## src/rtl/nor_unit_arbiter.sv

```systemverilog
// Round-robin arbiter sharing one registered WIDTH-bit NOR unit among NUM_REQ
// requesters; each operation runs IDLE -> EXEC -> RESP with a one-cycle ack.
module nor_unit_arbiter #(
  parameter int NUM_REQ   = 4,
  parameter int WIDTH     = 8,
  parameter int CNT_WIDTH = 16
) (
  input  logic                     clk,
  input  logic                     rst_n,
  input  logic [NUM_REQ-1:0]       req,
  input  logic [NUM_REQ*WIDTH-1:0] a_in,
  input  logic [NUM_REQ*WIDTH-1:0] b_in,
  output logic [NUM_REQ-1:0]       gnt,
  output logic [NUM_REQ-1:0]       ack,
  output logic [WIDTH-1:0]         y,
  output logic                     y_valid,
  output logic                     busy,
  output logic [CNT_WIDTH-1:0]     op_cnt
);

  localparam int PW = (NUM_REQ > 1) ? $clog2(NUM_REQ) : 1;

  typedef enum logic [1:0] {
    IDLE = 2'd0,
    EXEC = 2'd1,
    RESP = 2'd2
  } state_e;

  state_e               state_q, state_d;
  logic [NUM_REQ-1:0]   gnt_q, gnt_d;
  logic [WIDTH-1:0]     a_lat_q, a_lat_d;
  logic [WIDTH-1:0]     b_lat_q, b_lat_d;
  logic [WIDTH-1:0]     y_q, y_d;
  logic [PW-1:0]        ptr_q, ptr_d;
  logic [PW-1:0]        cur_q, cur_d;
  logic [CNT_WIDTH-1:0] op_cnt_q, op_cnt_d;

  logic                 win_found;
  logic [PW-1:0]        win_idx;
  logic [PW-1:0]        cand;
  logic [NUM_REQ-1:0]   win_oh;
  logic [WIDTH-1:0]     a_sel, b_sel;

  // Search starts one past the last winner and wraps, so the previous winner
  // is considered last.
  always_comb begin
    win_found = 1'b0;
    win_idx   = ptr_q;
    cand      = '0;
    for (int unsigned k = 1; k <= NUM_REQ; k++) begin
      cand = PW'((32'(ptr_q) + k) % NUM_REQ);
      if (!win_found && req[cand]) begin
        win_found = 1'b1;
        win_idx   = cand;
      end
    end
    win_oh = '0;
    if (win_found) begin
      win_oh[win_idx] = 1'b1;
    end
  end

  always_comb begin
    a_sel = '0;
    b_sel = '0;
    for (int unsigned i = 0; i < NUM_REQ; i++) begin
      if (win_idx == PW'(i)) begin
        a_sel = a_in[i*WIDTH +: WIDTH];
        b_sel = b_in[i*WIDTH +: WIDTH];
      end
    end
  end

  always_ff @(posedge clk or negedge rst_n) begin
    if (!rst_n) begin
      state_q  <= IDLE;
      gnt_q    <= '0;
      a_lat_q  <= '0;
      b_lat_q  <= '0;
      y_q      <= '0;
      ptr_q    <= PW'(NUM_REQ - 1);
      cur_q    <= '0;
      op_cnt_q <= '0;
    end else begin
      state_q  <= state_d;
      gnt_q    <= gnt_d;
      a_lat_q  <= a_lat_d;
      b_lat_q  <= b_lat_d;
      y_q      <= y_d;
      ptr_q    <= ptr_d;
      cur_q    <= cur_d;
      op_cnt_q <= op_cnt_d;
    end
  end

  always_comb begin
    state_d  = state_q;
    gnt_d    = gnt_q;
    a_lat_d  = a_lat_q;
    b_lat_d  = b_lat_q;
    y_d      = y_q;
    ptr_d    = ptr_q;
    cur_d    = cur_q;
    op_cnt_d = op_cnt_q;
    unique case (state_q)
      IDLE: begin
        if (win_found) begin
          gnt_d   = win_oh;
          a_lat_d = a_sel;
          b_lat_d = b_sel;
          cur_d   = win_idx;
          state_d = EXEC;
        end
      end
      EXEC: begin
        y_d     = ~(a_lat_q | b_lat_q);
        state_d = RESP;
      end
      RESP: begin
        op_cnt_d = op_cnt_q + CNT_WIDTH'(1);
        ptr_d    = cur_q;
        gnt_d    = '0;
        state_d  = IDLE;
      end
      default: begin
        gnt_d   = '0;
        state_d = IDLE;
      end
    endcase
  end

  always_comb begin
    ack     = (state_q == RESP) ? gnt_q : '0;
    y_valid = (state_q == RESP);
    busy    = (state_q != IDLE);
    gnt     = gnt_q;
    y       = y_q;
    op_cnt  = op_cnt_q;
  end

endmodule

```

## config.mk

```make
export PLATFORM = sky130hd
export DESIGN_NAME = nor_unit_arbiter
export DESIGN_NICKNAME = d
export VERILOG_FILES = /design/src/rtl/nor_unit_arbiter.sv
export SDC_FILE = /design/constraint.sdc
export NUM_CORES = 1
export LEC_CHECK = 0
export ABC_AREA = 1
export BUFFER_PORTS_ARGS = -buffer_cell sky130_fd_sc_hd__buf_2
export CAP_MARGIN = 15
export CELL_PAD_IN_SITES_DETAIL_PLACEMENT = 0
export CELL_PAD_IN_SITES_GLOBAL_PLACEMENT = 2
export CORE_ASPECT_RATIO = 0.6
export CORE_UTILIZATION = 28
export CTS_BUF_LIST = sky130_fd_sc_hd__clkbuf_8
export DETAILED_ROUTE_END_ITERATION = 12
export GPL_TIMING_DRIVEN = 0
export PLACE_DENSITY = 0.82
export SYNTH_ARGS = -nofsm -noshare
export SYNTH_HDL_FRONTEND = slang
export SYNTH_SLANG_ARGS = --single-unit
```

## constraint.sdc

```tcl
create_clock -name clk -period 2.5 [get_ports clk]
set_clock_uncertainty 0.05 [all_clocks]
set_input_delay 0.25 -clock clk [delete_from_list [all_inputs] [get_ports clk]]
set_output_delay 0.25 -clock clk [all_outputs]
set_load 0.005 [all_outputs]
```

==> impl_metrics.env, run 1 <==
export IMPL_status="finished, final reports clean"
export IMPL_setup_violations=0
export IMPL_leakage_nw=2.076
export IMPL_die_w_um=134.4
export IMPL_groute_usage_overall_pct=16.42
export IMPL_grt_antenna_before_repair=0
export IMPL_synth_seq_cells=50
export IMPL_yosysSeqAreaShare_pct=42.57
export IMPL_tritoncts="built"
export IMPL_insertion_delay_ps=290
export IMPL_slew_headroom_pct=68.46
export IMPL_layout_commonest_cell="nand2_1"
export IMPL_wl_met3_um=788
export IMPL_crit_family="simple AND/OR/NAND/NOR gates"
export IMPL_peakVddDrop_uv=527.0
export IMPL_required_ps=2690
export IMPL_synth_warnings=0
export IMPL_p_per_area_nw_per_um2=1489
export IMPL_highest_layer="met4"
export IMPL_drive_gt1_share_pct=30.57
export IMPL_finalMaxSlewViolations=0
export IMPL_overflow=0
export IMPL_totalWireLength_um=8501
export IMPL_gp_congestion=0.7934
export IMPL_finalNetCount=577
export IMPL_syn_instance_count=392
export IMPL_hp_class="in -> reg"
export IMPL_ios=104
export IMPL_min_period_over_period_pct=92.50
export IMPL_first_pass_iters=4
export IMPL_clk_path_buf_depth=2
export IMPL_layout_common_cells="nand2_1, buf_2, dfrtp_1, inv_1, nand3_1"
export IMPL_row_count=28
export IMPL_syn_area_um2=2945
export IMPL_routedWlPerCell_um=13.24
export IMPL_yosysUniqueCellTypes=34
export IMPL_htreeDepth=2
export IMPL_grt_pass1_vias=2691
export IMPL_post_dp_hpwl_um=6821
export IMPL_wl_met1_um=4567
export IMPL_tightestPinTransition_ps=473.1
export IMPL_yosysTopAreaCellShare_pct=40.78
export IMPL_drc_errors=0
export IMPL_clk_root_buffer_cell="clkbuf_8"
export IMPL_hold_violations=0
export IMPL_worstSetupEndpointType="register"
export IMPL_hold_slack_ps=176.0
export IMPL_grt_max_degree=51
export IMPL_critical_path_class="reg -> reg"
export IMPL_grt_pass1_wl_um=13860
export IMPL_fmax_mhz=432.4
export IMPL_die_area_um2=10950
export IMPL_cts_clk_slew_worst_paths_ps=80
export IMPL_initial_core_util_pct=29.29
export IMPL_setup_worst_path_start_class="register"
export IMPL_wl_met2_um=3115
export IMPL_cp_arrival_ps=2500
export IMPL_avgViaCountPerCell=4.394
export IMPL_core_area_um2=10050
export IMPL_portBuffers=103
export IMPL_path_cells="buf_4, nand2_1, nand2_1, nand2_1, nand2_1, nand3_1, nand2_1, nand2_4, nor2_2, nand2_1, nand3_1, nand2_1, nand2_1"
export IMPL_worst_path_max_fanout=10
export IMPL_clock_sinks=50
export IMPL_synth_avg_cell_area_um2=7.514
export IMPL_cpMostUsedCell="nand2_1"
export IMPL_synth_fp_nets=463
export IMPL_synthTopCellsByArea="dfrtp_1, nand2_1, nand3_1"
export IMPL_cp_num_buf_inv=1
export IMPL_period_minus_slack_ps=2313
export IMPL_ant_nets=0
export IMPL_die_h_um=81.45
export IMPL_crit_slowest_cell="dfstp_2"
export IMPL_total_power_w=0.005631
export IMPL_fillers=1101
export IMPL_vias=2821
export IMPL_antenna_cells=0
export IMPL_drt_iter0_drc=163
export IMPL_cts_buffers=5
export IMPL_yosysTopAreaCell="dfrtp_1"
export IMPL_critPathMaxStageDelay_ps=540
export IMPL_drv_cap=0
export IMPL_area_delta_synth_final_pct=28.42
## worst min-delay path: cells and delay by family
family | cells | cell delay [ps]
buffers and inverters | 1 | 90
AND/OR/NAND/NOR | 2 | 150
## power by group
part           switching (W)  internal, W
sequential          0.000168      0.00113
clock               0.000248     0.000219
combinational        0.00252      0.00134
total                0.00294      0.00269
## layer usage
metal	track usage [%]	vias to the layer above
li1	-	1492
met1	25.54	1216
met2	22.02	111
met3	4.568	2
met4	3.034	0
met5	0	-
## timing repair
action,CTS,global route
setup endpoints to repair,0,6
buffers inserted,0,2
gates resized for setup,0,6
hold buffers,0,1
endpoints found under the hold margin,0,15
## sequential cells by signal, summed over array words and instances, names as in the netlist
signal,count
op_cnt,16
a_lat_q,8
b_lat_q,8
y,8
gnt,4
cur_q,2
ptr_q,2
state_q,2
## path summary, 6_finish.rpt
kind | start | end | slack (ps) | cells past startpoint
max | ptr_q[0] | a_lat_q[5] | 190 | 13
min | b_in[26] | b_lat_q[2] | 180 | 3
max reg2reg | ptr_q[0] | a_lat_q[5] | 190 | 13
min reg2reg | a_lat_q[4] | y[4] | 400 | 1
max in group asynchronous | rst_n | a_lat_q[0] | 1520 | 3
min in group asynchronous | rst_n | op_cnt[4] | 370 | 2
## area by class of cell
| class | count | area [um^2] | area share [%] |
|---|---|---|---|
| Timing Repair Buffer | 107 | 560.5 | 14.82 |
| Buffer | 16 | 91.34 | 2.415 |
| Tap cell | 135 | 168.9 | 4.466 |
| Clock inverter | 2 | 8.758 | 0.2316 |
| Sequential cell | 50 | 1254 | 33.15 |
| Clock buffer | 6 | 82.58 | 2.183 |
| Multi-Input combinational cell | 276 | 1426 | 37.71 |
| Inverter | 50 | 190.2 | 5.028 |
## Yosys cell counts
master and number:
clkbuf_2 1, nor2_1 17, buf_2 5, nor2_8 1
or2_0 1, nand4_1 10, xor2_1 11, o21ai_0 33
nor3_1 4, buf_6 2, inv_1 44, o41ai_1 8
clkbuf_1 6, buf_4 2, ha_1 1, nor2_2 4
o21bai_1 1, xnor2_1 4, inv_2 4, inv_4 1
dfstp_2 2, nand2_1 117, nand2_4 2, nand3_1 38
clkinv_1 1, nand3_2 1, nand3b_1 1, a21oi_2 5
nand2_2 4, dfrtp_1 48, o21ai_1 1, nor3b_1 2
a21oi_1 5, o21ai_2 5
## logic make-up after synthesis
family	Yosys count	share of synthesized area, %
AOI/OAI and AO/OA	58	12.23
adders and majority gates	1	0.4247
xor gates and xnor gates	15	4.460
and+or+nand+nor	202	30.80
DFF	50	42.57
buffers and inverters	66	9.515
## metrics by stage
step / cells / setup TNS [ps] / cell area [um^2] / utilization, % / setup slack [ps]
2_1_floorplan: 392 / 0 / 2945 / - / 543.7
3_3_place_gp: 630 / 0 / 3630 / 36.10 / 108.2
3_5_place_dp: 630 / 0 / 3630 / 36.10 / 146.0
4_1_cts: 638 / 0 / 3721 / 37.01 / 124.4
5_1_grt: 642 / -10.63 / 3782 / 37.62 / -10.63
6_report: 642 / 0 / 3782 / 37.62 / 187.4
(Power assumes the default switching activity.)
==> run 2, diff against run 1 <==
PLACE_DENSITY = 0.84   (was 0.82)
==> impl_metrics.env, run 2 (same netlist as run 1, synthesis figures left out) <==
export IMPL_die_h_um=81.45
export IMPL_tightestPinTransition_ps=487.9
export IMPL_crit_slowest_cell="dfstp_2"
export IMPL_routedWlPerCell_um=13.20
export IMPL_hold_violations=0
export IMPL_finalNetCount=576
export IMPL_hp_class="in -> reg"
export IMPL_grt_use_met1_pct=25.49
export IMPL_tns_ps=0
export IMPL_busiest_layer="met1"
export IMPL_die_w_um=134.4
export IMPL_tritoncts="built"
export IMPL_finalMaxSlewViolations=0
export IMPL_cp_num_buf_inv=2
export IMPL_pre_cts_slack_ps=167.8
export IMPL_grt_pass1_wl_um=13890
export IMPL_drv_cap=0
export IMPL_setup_worst_path_start_class="register"
export IMPL_vias=2857
export IMPL_initial_core_util_pct=29.29
export IMPL_overflow=0
export IMPL_cp_arrival_ps=2470
export IMPL_portBuffers=103
export IMPL_critical_path_class="reg -> reg"
export IMPL_leakage_nw=2.076
export IMPL_critPathMaxStageDelay_ps=550
export IMPL_avgViaCountPerCell=4.457
export IMPL_use_met3_pct=3.642
export IMPL_period_minus_slack_ps=2331
export IMPL_gp_congestion=0.7696
export IMPL_drc_errors=0
export IMPL_setup_violations=0
export IMPL_cts_buffers=5
export IMPL_drive_gt1_share_pct=31.42
export IMPL_clock_sinks=50
export IMPL_final_util_pct=37.93
export IMPL_status="finished, final reports clean"
export IMPL_peakVddDrop_uv=857.5
export IMPL_die_area_um2=10950
export IMPL_drt_iter0_drc=93
export IMPL_p_per_area_nw_per_um2=1511
export IMPL_core_area_um2=10050
export IMPL_crit_family="simple AND/OR/NAND/NOR gates"
export IMPL_grt_antenna_before_repair=0
export IMPL_insertion_delay_ps=290
export IMPL_first_pass_iters=4
export IMPL_row_count=28
export IMPL_worst_path_max_fanout=10
export IMPL_cts_clk_slew_worst_paths_ps=90
export IMPL_ios=104
export IMPL_min_period_over_period_pct=93.23
export IMPL_area_delta_synth_final_pct=29.48
export IMPL_path_cells="buf_4, nand2_1, nand2_1, nand2_1, nand2_1, nand3_1, nand2_1, nand2_4, buf_2, o21ai_0, nand3_1, nand2_1, nand2_1"
export IMPL_cpMostUsedCell="nand2_1"
export IMPL_antenna_cells=0
export IMPL_grt_max_degree=51
export IMPL_layout_commonest_cell="nand2_1"
export IMPL_ant_nets=0
export IMPL_clk_root_buffer_cell="clkbuf_8"
export IMPL_largest_reg_flops=16
export IMPL_post_dp_hpwl_um=6735
export IMPL_place_inst=630
export IMPL_worstSetupEndpointType="register"
export IMPL_finalWorstSetupSlack_ps=169.3
export IMPL_grt_pass1_vias=2766
export IMPL_clk_path_buf_depth=2
export IMPL_final_cell_count_no_fill=641
export IMPL_use_met2_pct=23.06
export IMPL_fillers=1116
export IMPL_slew_headroom_pct=67.47
export IMPL_groute_usage_overall_pct=16.46
export IMPL_fmax_mhz=429.1
export IMPL_layout_common_cells="nand2_1, buf_2, dfrtp_1, inv_1, nand3_1"
export IMPL_totalWireLength_um=8458
export IMPL_hold_slack_ps=168.6
export IMPL_htreeDepth=2
export IMPL_required_ps=2640
==> run 2: area by class of cell <==
type	instances	area, um^2	share of cell area [%]
clock inverters	3	40.04	1.050
clock buffers	5	68.82	1.804
multi-input cells	276	1446	37.93
flip-flops and latches	50	1254	32.87
well taps	135	168.9	4.429
inverters	50	190.2	4.987
repair buffers	106	553.0	14.50
plain buffers	16	92.59	2.428
==> run 2: through the flow <==
step | power, W | instance area, um^2
floorplan | 0.004006 | 2945
global placement | 0.005035 | 3630
detailed placement | 0.005068 | 3630
CTS | 0.005640 | 3739
global route | 0.006407 | 3814
finish | 0.005762 | 3814
==> run 2: repair_timing <==
item,CTS,global route
endpoints found under the hold margin,0,9
setup buffers,0,1
gates resized for setup,0,12
endpoints found under the setup margin,0,9
hold buffers,0,1
==> run 2: final timing paths <==
kind	to	startpoint	depth (start not counted)	slack, ps
worst max-delay path	a_lat_q[6]	ptr_q[0]	13	170
worst min-delay path	b_lat_q[2]	b_in[26]	3	170
worst max register to register	a_lat_q[6]	ptr_q[0]	13	170
worst min register to register	y[5]	a_lat_q[5]	1	390
max in group asynchronous	ptr_q[0]	rst_n	3	1570
min in group asynchronous	op_cnt[0]	rst_n	2	290
==> run 2: routing by layer <==
layer  share of wire, %  wire, um
met2                 36      3087
met4               0.44        37
met1                 56      4750
met3                6.9       582
met5                  0         0
==> run 2: tightest hold or removal path: cells and delay by family <==
| kind | cells | cell delay (ps) |
|---|---|---|
| buf+inv | 1 | 90 |
| simple gates | 2 | 150 |
==> run 2: power by group <==
group | internal (W) | total [W] | switching, W | leakage (nW)
registers | 0.00113 | 0.00130 | 0.000176 | 0.635
logic | 0.00135 | 0.00390 | 0.00255 | 1.38
clock network | 0.000295 | 0.000558 | 0.000263 | 0.0579
==> run 3, diff against run 2 <==
CORE_UTILIZATION = 25   (was 28)
PLACE_DENSITY = 0.8   (was 0.84)
clock period = 1.9 ns   (was 2.5 ns; I/O delays follow)
==> impl_metrics.env, run 3 (same netlist as run 1, synthesis figures left out) <==
export IMPL_required_ps=2050
export IMPL_min_period_over_period_pct=113.3
export IMPL_first_pass_iters=4
export IMPL_finalMaxSlewViolations=0
export IMPL_finalWorstSetupSlack_ps=-253.1
export IMPL_die_h_um=86.08
export IMPL_cp_startpoint="ptr_q[0]"
export IMPL_htreeDepth=2
export IMPL_peakVddDrop_uv=757.3
export IMPL_layout_common_cells="buf_2, nand2_1, dfrtp_1, inv_1, nand2_2"
export IMPL_pre_cts_slack_ps=-436.5
export IMPL_totalWireLength_um=9265
export IMPL_area_delta_synth_final_pct=48.77
export IMPL_ant_nets=0
export IMPL_antenna_cells=0
export IMPL_critical_path_class="reg -> reg"
export IMPL_period_minus_slack_ps=2153
export IMPL_tightestPinTransition_ps=515.2
export IMPL_r2r_end="a_lat_q[2]"
export IMPL_avgViaCountPerCell=4.380
export IMPL_groute_usage_overall_pct=15.36
export IMPL_cp_arrival_ps=2300
export IMPL_ff2ff_path_depth=14
export IMPL_slew_headroom_pct=65.66
export IMPL_regToRegStartpoint="ptr_q[0]"
export IMPL_drt_iter0_drc=114
export IMPL_worstSetupEndpoint="a_lat_q[2]"
export IMPL_portBuffers=103
export IMPL_cts_buffers=5
export IMPL_insertion_delay_ps=300
export IMPL_layout_commonest_cell="buf_2"
export IMPL_hp_class="in -> reg"
export IMPL_final_util_pct=38.53
export IMPL_routedWlPerCell_um=13.51
export IMPL_grt_pass1_vias=2892
export IMPL_post_dp_hpwl_um=7038
export IMPL_leakage_nw=2.275
export IMPL_worst_path_max_fanout=8
export IMPL_drv_cap=0
export IMPL_status="complete, but fails checks"
export IMPL_fmax_mhz=464.4
export IMPL_grt_pass1_wl_um=14540
export IMPL_vias=3005
export IMPL_core_area_um2=11370
export IMPL_drc_errors=0
export IMPL_grt_setup_unrepaired="true"
export IMPL_final_cell_count_no_fill=686
export IMPL_hold_violations=0
export IMPL_grt_max_degree=51
export IMPL_place_inst=655
export IMPL_gp_congestion=0.8082
export IMPL_tns_ps=-3938
export IMPL_violations="negative setup slack"
export IMPL_clk_root_buffer_cell="clkbuf_8"
export IMPL_clk_path_buf_depth=2
export IMPL_ios=104
export IMPL_clock_sinks=50
export IMPL_fillers=1167
export IMPL_cts_clk_slew_worst_paths_ps=90
export IMPL_rrSetupSlack_ps=-250
export IMPL_die_w_um=142.1
export IMPL_finalNetCount=597
export IMPL_die_area_um2=12230
export IMPL_tritoncts="built"
export IMPL_grt_antenna_before_repair=0
export IMPL_largest_reg_flops=16
export IMPL_setup_violations=22
export IMPL_worstSetupEndpointType="register"
export IMPL_p_per_area_nw_per_um2=2169
export IMPL_overflow=0
export IMPL_setup_worst_path_start_class="register"
export IMPL_row_count=30
export IMPL_drive_gt1_share_pct=43.73
export IMPL_initial_core_util_pct=25.90
[run 3: cell types whose count changed in the layout (fill, tap and decap cells not counted), moves of 5 or more]
cell     previous run  this run
nand2_1           114        93
nand3_4             0         5
nand3_2             3        10
buf_8               0         6
buf_4               3        17
nand2_2             6        26
o21ai_0            32        21
nand3_1            36        24
o21ai_1             2         9
[run 3: worst min-delay path by stage]
stage                    start          to  slack [ps]  cells past startpoint
floorplan                rst_n  a_lat_q[0]        -160                      0
CTS                      rst_n   op_cnt[2]          90                      1
global placement    a_lat_q[7]        y[7]         390                      1
finish                b_in[26]  b_lat_q[2]         130                      3
detailed placement  a_lat_q[3]        y[3]         390                      1
global route          b_in[26]  b_lat_q[2]         120                      3
[run 3: power by group]
| group | switching, W | total, W | internal [W] | leakage (nW) |
|---|---|---|---|---|
| registers | 0.000258 | 0.00175 | 0.00149 | 0.635 |
| clock network | 0.000337 | 0.000759 | 0.000421 | 0.0573 |
| logic | 0.00411 | 0.00700 | 0.00289 | 1.58 |
[run 3: stage by stage]
step	hold WS (ps)	total power, W	instance area [um^2]
after floorplan	-155.6	0.005296	2957
after global placement	387.5	0.006663	3672
after detailed placement	392.0	0.006736	3672
after CTS	87.99	0.008804	4154
after global routing	115.3	0.01036	4382
final	132.8	0.009504	4382
[run 3: area by class of cell]
type | instances | area (um^2) | share of cell area, %
Multi-Input combinational cell | 276 | 1693 | 38.64
Sequential cell | 50 | 1254 | 28.61
Timing Repair Buffer | 127 | 754.5 | 17.22
Inverter | 50 | 210.2 | 4.797
Tap cell | 160 | 200.2 | 4.569
Buffer | 16 | 157.7 | 3.598
Clock buffer | 6 | 82.58 | 1.885
Clock inverter | 1 | 30.03 | 0.6853
[run 3: layer usage]
metal  vias up  share of wire (%)  track usage (%)
li1       1530                  -                -
met1      1345                 52            23.27
met2       123                 41            22.33
met3         7                6.8            3.183
met4         0               0.47            2.639
met5         -                  0                0
[run 3: worst max-delay path, stage by stage (launching register included)]
cell and delay, ps:
dfstp_2 570, inv_4 70, nand2_1 70, nand2_2 70, nand2_2 100, nand2_4 80, nor2_4 180, nand3_4 150
nand2_8 140, buf_8 150, inv_6 50, nor2_4 160, a21oi_2 70, nand2_1 100, nand2_1 50
[run 3: timing repair]
| action | in CTS | in global routing |
|---|---|---|
| endpoints found under the setup margin | 33 | 32 |
| gates cloned | 1 | 0 |
| endpoints found under the hold margin | 0 | 9 |
| buffers inserted | 18 | 3 |
| pin swaps | 27 | 20 |
| hold buffers | 0 | 1 |
| gates resized for setup | 57 | 59 |
